## src/rtl/uart_pkg.sv

```systemverilog
// uart_pkg: definitions shared by the UART receive and transmit blocks.
//   - FSM state encodings, 3 bits, kept as plain localparams so legacy
//     code that compares against raw codes keeps working.
//   - Parity-type selector values.
//   - Default bit period in system clock cycles.
package uart_pkg;

  // Receiver FSM states
  localparam logic [2:0] ST_IDLE   = 3'd0;
  localparam logic [2:0] ST_START  = 3'd1;
  localparam logic [2:0] ST_DATA   = 3'd2;
  localparam logic [2:0] ST_PARITY = 3'd3;
  localparam logic [2:0] ST_STOP   = 3'd4;
  localparam logic [2:0] ST_BREAK  = 3'd5;

  // Transmitter FSM states
  localparam logic [2:0] TX_ST_IDLE   = 3'd0;
  localparam logic [2:0] TX_ST_START  = 3'd1;
  localparam logic [2:0] TX_ST_DATA   = 3'd2;
  localparam logic [2:0] TX_ST_PARITY = 3'd3;
  localparam logic [2:0] TX_ST_STOP   = 3'd4;

  // parity_type input values
  localparam logic PAR_EVEN = 1'b0;
  localparam logic PAR_ODD  = 1'b1;

  localparam int CLKS_PER_BIT_DEF = 20;

endpackage

```

## src/rtl/uart_rx_sync.sv

```systemverilog
// uart_rx_sync: two-flop synchroniser for an asynchronous single-bit input.
//   clk : destination clock
//   rst : asynchronous active-low reset; both flops load RST_VAL
//   d   : asynchronous input
//   q   : synchronised output, two clk edges behind d
module uart_rx_sync #(
  parameter logic RST_VAL = 1'b1
) (
  input  logic clk,
  input  logic rst,
  input  logic d,
  output logic q
);

  logic meta;

  always_ff @(posedge clk or negedge rst) begin
    if (!rst) begin
      meta <= RST_VAL;
      q    <= RST_VAL;
    end else begin
      meta <= d;
      q    <= meta;
    end
  end

endmodule

```

## src/rtl/uart_receiver.sv

```systemverilog
// uart_receiver: UART serial-to-parallel receive stage, LSB first, with
// optional parity and mid-bit sampling driven by a cycle counter.
//   clk1        : system clock
//   rst         : asynchronous active-low reset
//   rx_serial   : asynchronous serial line, idles high
//   parity_type : 0 = even, 1 = odd; sampled at the parity bit
//   data_out    : last received word, updated with data_valid
//   data_valid  : one-cycle strobe when data_out/flags are updated
//   parity_err  : parity mismatch of the reported frame
//   frame_err   : stop bit of the reported frame was low
//   rx_busy     : FSM not in IDLE
module uart_receiver
  import uart_pkg::*;
#(
  parameter int DATA_LENGTH  = 8,
  parameter int PARITY_EN    = 0,
  parameter int CLKS_PER_BIT = CLKS_PER_BIT_DEF
) (
  input  logic                   clk1,
  input  logic                   rst,
  input  logic                   rx_serial,
  input  logic                   parity_type,
  output logic [DATA_LENGTH-1:0] data_out,
  output logic                   data_valid,
  output logic                   parity_err,
  output logic                   frame_err,
  output logic                   rx_busy
);

  localparam int CYC_W = $clog2(CLKS_PER_BIT);
  localparam int BIT_W = $clog2(DATA_LENGTH);
  localparam logic [CYC_W-1:0] CYC_LAST  = CYC_W'(CLKS_PER_BIT - 1);
  localparam logic [CYC_W-1:0] HALF_LAST = CYC_W'(CLKS_PER_BIT / 2 - 1);
  localparam logic [BIT_W-1:0] BIT_LAST  = BIT_W'(DATA_LENGTH - 1);

  function automatic logic expected_parity(input logic [DATA_LENGTH-1:0] w,
                                           input logic odd);
    return (^w) ^ odd;
  endfunction

  logic                   rxs;
  logic [2:0]             state;
  logic [CYC_W-1:0]       cyc_cnt;
  logic [BIT_W-1:0]       bit_cnt;
  logic [DATA_LENGTH-1:0] shift_reg;
  logic                   perr;
  logic                   stop_sample;
  logic                   frame_done;

  uart_rx_sync #(.RST_VAL(1'b1)) u_sync (
    .clk (clk1),
    .rst (rst),
    .d   (rx_serial),
    .q   (rxs)
  );

  assign rx_busy = (state != ST_IDLE);

  always_ff @(posedge clk1 or negedge rst) begin
    if (!rst) begin
      state       <= ST_IDLE;
      cyc_cnt     <= '0;
      bit_cnt     <= '0;
      shift_reg   <= '0;
      perr        <= 1'b0;
      stop_sample <= 1'b1;
      frame_done  <= 1'b0;
      data_out    <= '0;
      data_valid  <= 1'b0;
      parity_err  <= 1'b0;
      frame_err   <= 1'b0;
    end else begin
      // Result registers update one edge after the stop sample; the FSM is
      // already back in IDLE by then, so a new start bit loses no cycles.
      data_valid <= 1'b0;
      frame_done <= 1'b0;
      if (frame_done) begin
        data_out   <= shift_reg;
        data_valid <= 1'b1;
        parity_err <= (PARITY_EN != 0) ? perr : 1'b0;
        frame_err  <= ~stop_sample;
      end

      case (state)
        ST_IDLE: begin
          if (!rxs) begin
            state   <= ST_START;
            cyc_cnt <= '0;
          end
        end
        ST_START: begin
          // Re-check the line half a bit in: a high here was a glitch.
          if (cyc_cnt == HALF_LAST) begin
            cyc_cnt <= '0;
            if (!rxs) begin
              state   <= ST_DATA;
              bit_cnt <= '0;
            end else begin
              state <= ST_IDLE;
            end
          end else begin
            cyc_cnt <= cyc_cnt + 1'b1;
          end
        end
        ST_DATA: begin
          if (cyc_cnt == CYC_LAST) begin
            cyc_cnt            <= '0;
            shift_reg[bit_cnt] <= rxs;
            if (bit_cnt == BIT_LAST) begin
              bit_cnt <= '0;
              state   <= (PARITY_EN != 0) ? ST_PARITY : ST_STOP;
            end else begin
              bit_cnt <= bit_cnt + 1'b1;
            end
          end else begin
            cyc_cnt <= cyc_cnt + 1'b1;
          end
        end
        ST_PARITY: begin
          if (cyc_cnt == CYC_LAST) begin
            cyc_cnt <= '0;
            perr    <= (rxs != expected_parity(shift_reg, parity_type));
            state   <= ST_STOP;
          end else begin
            cyc_cnt <= cyc_cnt + 1'b1;
          end
        end
        ST_STOP: begin
          if (cyc_cnt == CYC_LAST) begin
            cyc_cnt     <= '0;
            stop_sample <= rxs;
            frame_done  <= 1'b1;
            state       <= rxs ? ST_IDLE : ST_BREAK;
          end else begin
            cyc_cnt <= cyc_cnt + 1'b1;
          end
        end
        ST_BREAK: begin
          // Hold off until the line is released so a stuck-low line is not
          // mistaken for a stream of start bits.
          if (rxs) state <= ST_IDLE;
        end
        default: state <= ST_IDLE;
      endcase
    end
  end

endmodule

```

## config.mk

```make
export PLATFORM = sky130hd
export DESIGN_NAME = uart_receiver
export DESIGN_NICKNAME = d
export VERILOG_FILES = /design/src/rtl/uart_pkg.sv /design/src/rtl/uart_rx_sync.sv /design/src/rtl/uart_receiver.sv
export SDC_FILE = /design/constraint.sdc
export NUM_CORES = 1
export LEC_CHECK = 0
export ABC_CLOCK_PERIOD_IN_PS = 2950
export BUFFER_PORTS_ARGS = -buffer_cell sky130_fd_sc_hd__buf_2
export CAP_MARGIN = 0
export CORE_ASPECT_RATIO = 0.8
export CORE_MARGIN = 4
export CORE_UTILIZATION = 30
export DETAILED_ROUTE_END_ITERATION = 10
export PLACE_DENSITY_LB_ADDON = 0.1
export SETUP_SLACK_MARGIN = 0.15
export SLEW_MARGIN = 20
export SYNTH_ARGS = -nofsm -noshare
export SYNTH_HDL_FRONTEND = slang
export SYNTH_SLANG_ARGS = --single-unit
```

## constraint.sdc

```tcl
create_clock -name clk1 -period 2.95 [get_ports clk1]
set_input_delay 0.4425 -clock clk1 [delete_from_list [all_inputs] [get_ports clk1]]
set_output_delay 0.4425 -clock clk1 [all_outputs]
set_load 0.1 [all_outputs]
```

==> summary.txt <==
Outcome
  • Run status: complete, no violations

Synthesis
  • Yosys Warn Count: 0
  • Avg Inst Size Synth: 11.7 sq um
  • Synth top area cells: dfrtp_1, mux2_2, dfstp_2
  • Top post-synthesis cells by count: dfrtp_1, mux2_2, nand2_1
  • Post-synthesis register bit count: 33
  • Post-synth ARST share: 100%
  • Dominant cell type by area after synthesis: dfrtp_1
  • Synthesized instance count: 132
  • Most common cell in the netlist: dfrtp_1
  • Most used DFF post-synth: dfrtp_1
  • Post-Syn Nets: 140
  • Post-synth EDFFs: 0
  • Synthesized cell area: 1550 sq um
  • Top-area cell type share of the netlist area: 48.4%
  • Yosys cell types: 35
  • Post-synthesis sequential area ratio: 53.5%

Pwr
  • Internal power: 712 uW
  • Max IR drop VDD: 0.206 mV
  • Reg power frac: 54.1%
  • Clock power frac: 35.5%
  • P_sw: 252 uW
  • Switching share of power: 26.1%
  • Comb pwr share: 10.4%
  • Leakage: 0.000831 uW
  • PwrDens: 553 nW/um^2

Critical path
  • CP Class: reg2reg
  • Endpoint class of the critical path: flop
  • Data required, critical path: 3110 ps
  • Arr. time, crit path: 2130 ps
  • Crit path max fanout: 9
  • Cells on worst reg2reg path: 6
  • CP Launch Type: flop

Clock network
  • Num CTS Buffers: 5
  • Clock transition at the registers of the reported paths: 60 ps
  • Max clock buf depth: 2
  • Clock tree sinks: 33
  • H-tree depth reported by CTS: 2
  • Hold-fix buffers, CTS: 0
  • CTS tree: built
  • Root buffer cell: clkbuf_8
  • Worst-skew pair later-pin latency: 270 ps
  • Post-CTS Setup Inserts: 0
  • Gates resized, CTS repair: 0

Global routing
  • First-pass GRT wire length: 4690 um
  • Vias in the first global route: 989
  • GRT Util Overall: 9.67%
  • Initial antenna violation count: 0
  • GRT overflow: 0
  • Largest net degree at the start of global routing: 34

Place
  • Detail Placement HPWL: 1880 um
  • Pre-CTS setup slack: 986 ps
  • PortBufs: 13
  • GP Congestion: 0.773
  • Placement-stage cell area: 1650 sq um

Floorplanning
  • Die ar.: 6390 sq um
  • Cell row count: 23
  • Top-level I/O count: 16
  • Area of the core: 5010 sq um
  • Die Y: 72.3 um
  • Initial Utilization: 31.0%
  • Die width: 88.4 um

STA
  • Final worst path period share: 66.9%
  • Hold Vio Cnt, Final: 0
  • Unrepaired setup endpoints after global routing: no
  • Fmax: 507 MHz
  • Max Clock Skew: 4.06 ps
  • Setup TNS Final: 0 ps
  • Final WS setup: 976 ps
  • Slew headroom: 50.9%
  • Count of final max-slew check failures: 0
  • Worst-Margin Slew: 736 ps
  • Tmin final: 1970 ps
  • Final setup vio count: 0

Drt
  • Routed WL: 2690 um
  • Drt wl/cell: 12.9 um
  • Antenna-violating nets left: 0
  • Via-per-instance ratio: 4.70
  • DRC violations left: 0
  • Routed vias: 977
  • Initial DRC Count: 25
  • Drt pass-1 iters: 4

Run
  • Total of max-cap violations: 0

Cells and area
  • Design area: 1740 sq um
  • Multi-input logic area: 653 sq um
  • Fin nets: 153
  • Antenna Cells: 0
  • Area growth syn-to-layout: 12.3%
  • Layout cells sized above 1: 28.8%
  • Layout fillers: 518
  • Reg area: 830 sq um

Hold path
  • Min-Delay Path Class: in2async
==> cell type report <==
type                            instances  area share (%)
Clock buffer                            8            5.17
Inverter                                5            1.08
Multi-Input combinational cell         86            37.5
Sequential cell                        33            47.6
Tap cell                               62            4.45
Timing Repair Buffer                   14            4.17
==> cells in the final DEF (no fill, tap or decap), types with 2 or more instances in the layout <==
cell type	n
a21oi_1	2
buf_2	13
clkbuf_1	2
clkbuf_8	6
dfrtp_1	30
dfstp_2	3
ha_1	4
inv_1	5
mux2_1	4
mux2_2	13
mux2i_1	2
nand2_1	11
nand2b_1	2
nand3_1	8
nand3b_1	3
nor2_1	5
nor3_1	5
o211ai_1	2
o21ai_0	8
o22ai_1	2
==> worst paths after layout <==
| path | startpoint | to | slack, ps |
|---|---|---|---|
| max in group asynchronous | rst | shift_reg[4] | 2250 |
| worst min-delay path | rst | cyc_cnt[4] | 230 |
| worst min register to register | u_sync.meta | u_sync.q | 360 |
| min in group clk1 | rx_serial | u_sync.meta | 260 |
| worst max-delay path | cyc_cnt[0] | shift_reg[4] | 980 |
| worst max register to register | cyc_cnt[0] | shift_reg[4] | 980 |
==> critical path: stages, from the launching register on <==
cell and delay [ps]:
dfrtp_1 420, ha_1 210, nor4bb_1 290, buf_4 220, nand3_2 130, nor3_1 220, mux2_2 360
==> metal layers <==
| metal | GRT usage [%] | share of wire [%] | up-vias |
|---|---|---|---|
| met5 | 0 | 0 | - |
| met3 | 3.41 | 4.9 | 2 |
| met1 | 13.4 | 51 | 471 |
| met2 | 13.9 | 43 | 17 |
| li1 | - | - | 487 |
| met4 | 3.69 | 0.82 | 0 |
==> through the flow <==
| step | power, uW | cells | util [%] | hold slack [ps] |
|---|---|---|---|---|
| floorplan | 603 | 132 | - | 147 |
| global placement | 629 | 200 | 33.0 | 349 |
| detailed placement | 632 | 200 | 33.0 | 347 |
| CTS | 987 | 208 | 34.8 | 247 |
| global route | 1030 | 208 | 34.8 | 250 |
| finish | 964 | 208 | 34.8 | 232 |
==> logic make-up after synthesis <==
family / share of synthesized area (%)
muxes: 13.6
other: 0.242
and+or+nand+nor: 17.4
AOI/OAI and AO/OA: 7.67
buffers and inverters: 4.36
adders and majority gates: 3.23
DFF: 53.5
==> power by group through the flow <==
stage	sequential [uW]	combinational, uW	clock (uW)
finish	521	100	342
global route	527	122	380
CTS	521	103	362
detailed placement	529	103	0
global placement	528	101	0
floorplan	514	89.7	0
Note: power is estimated with default switching activity, not from simulation.
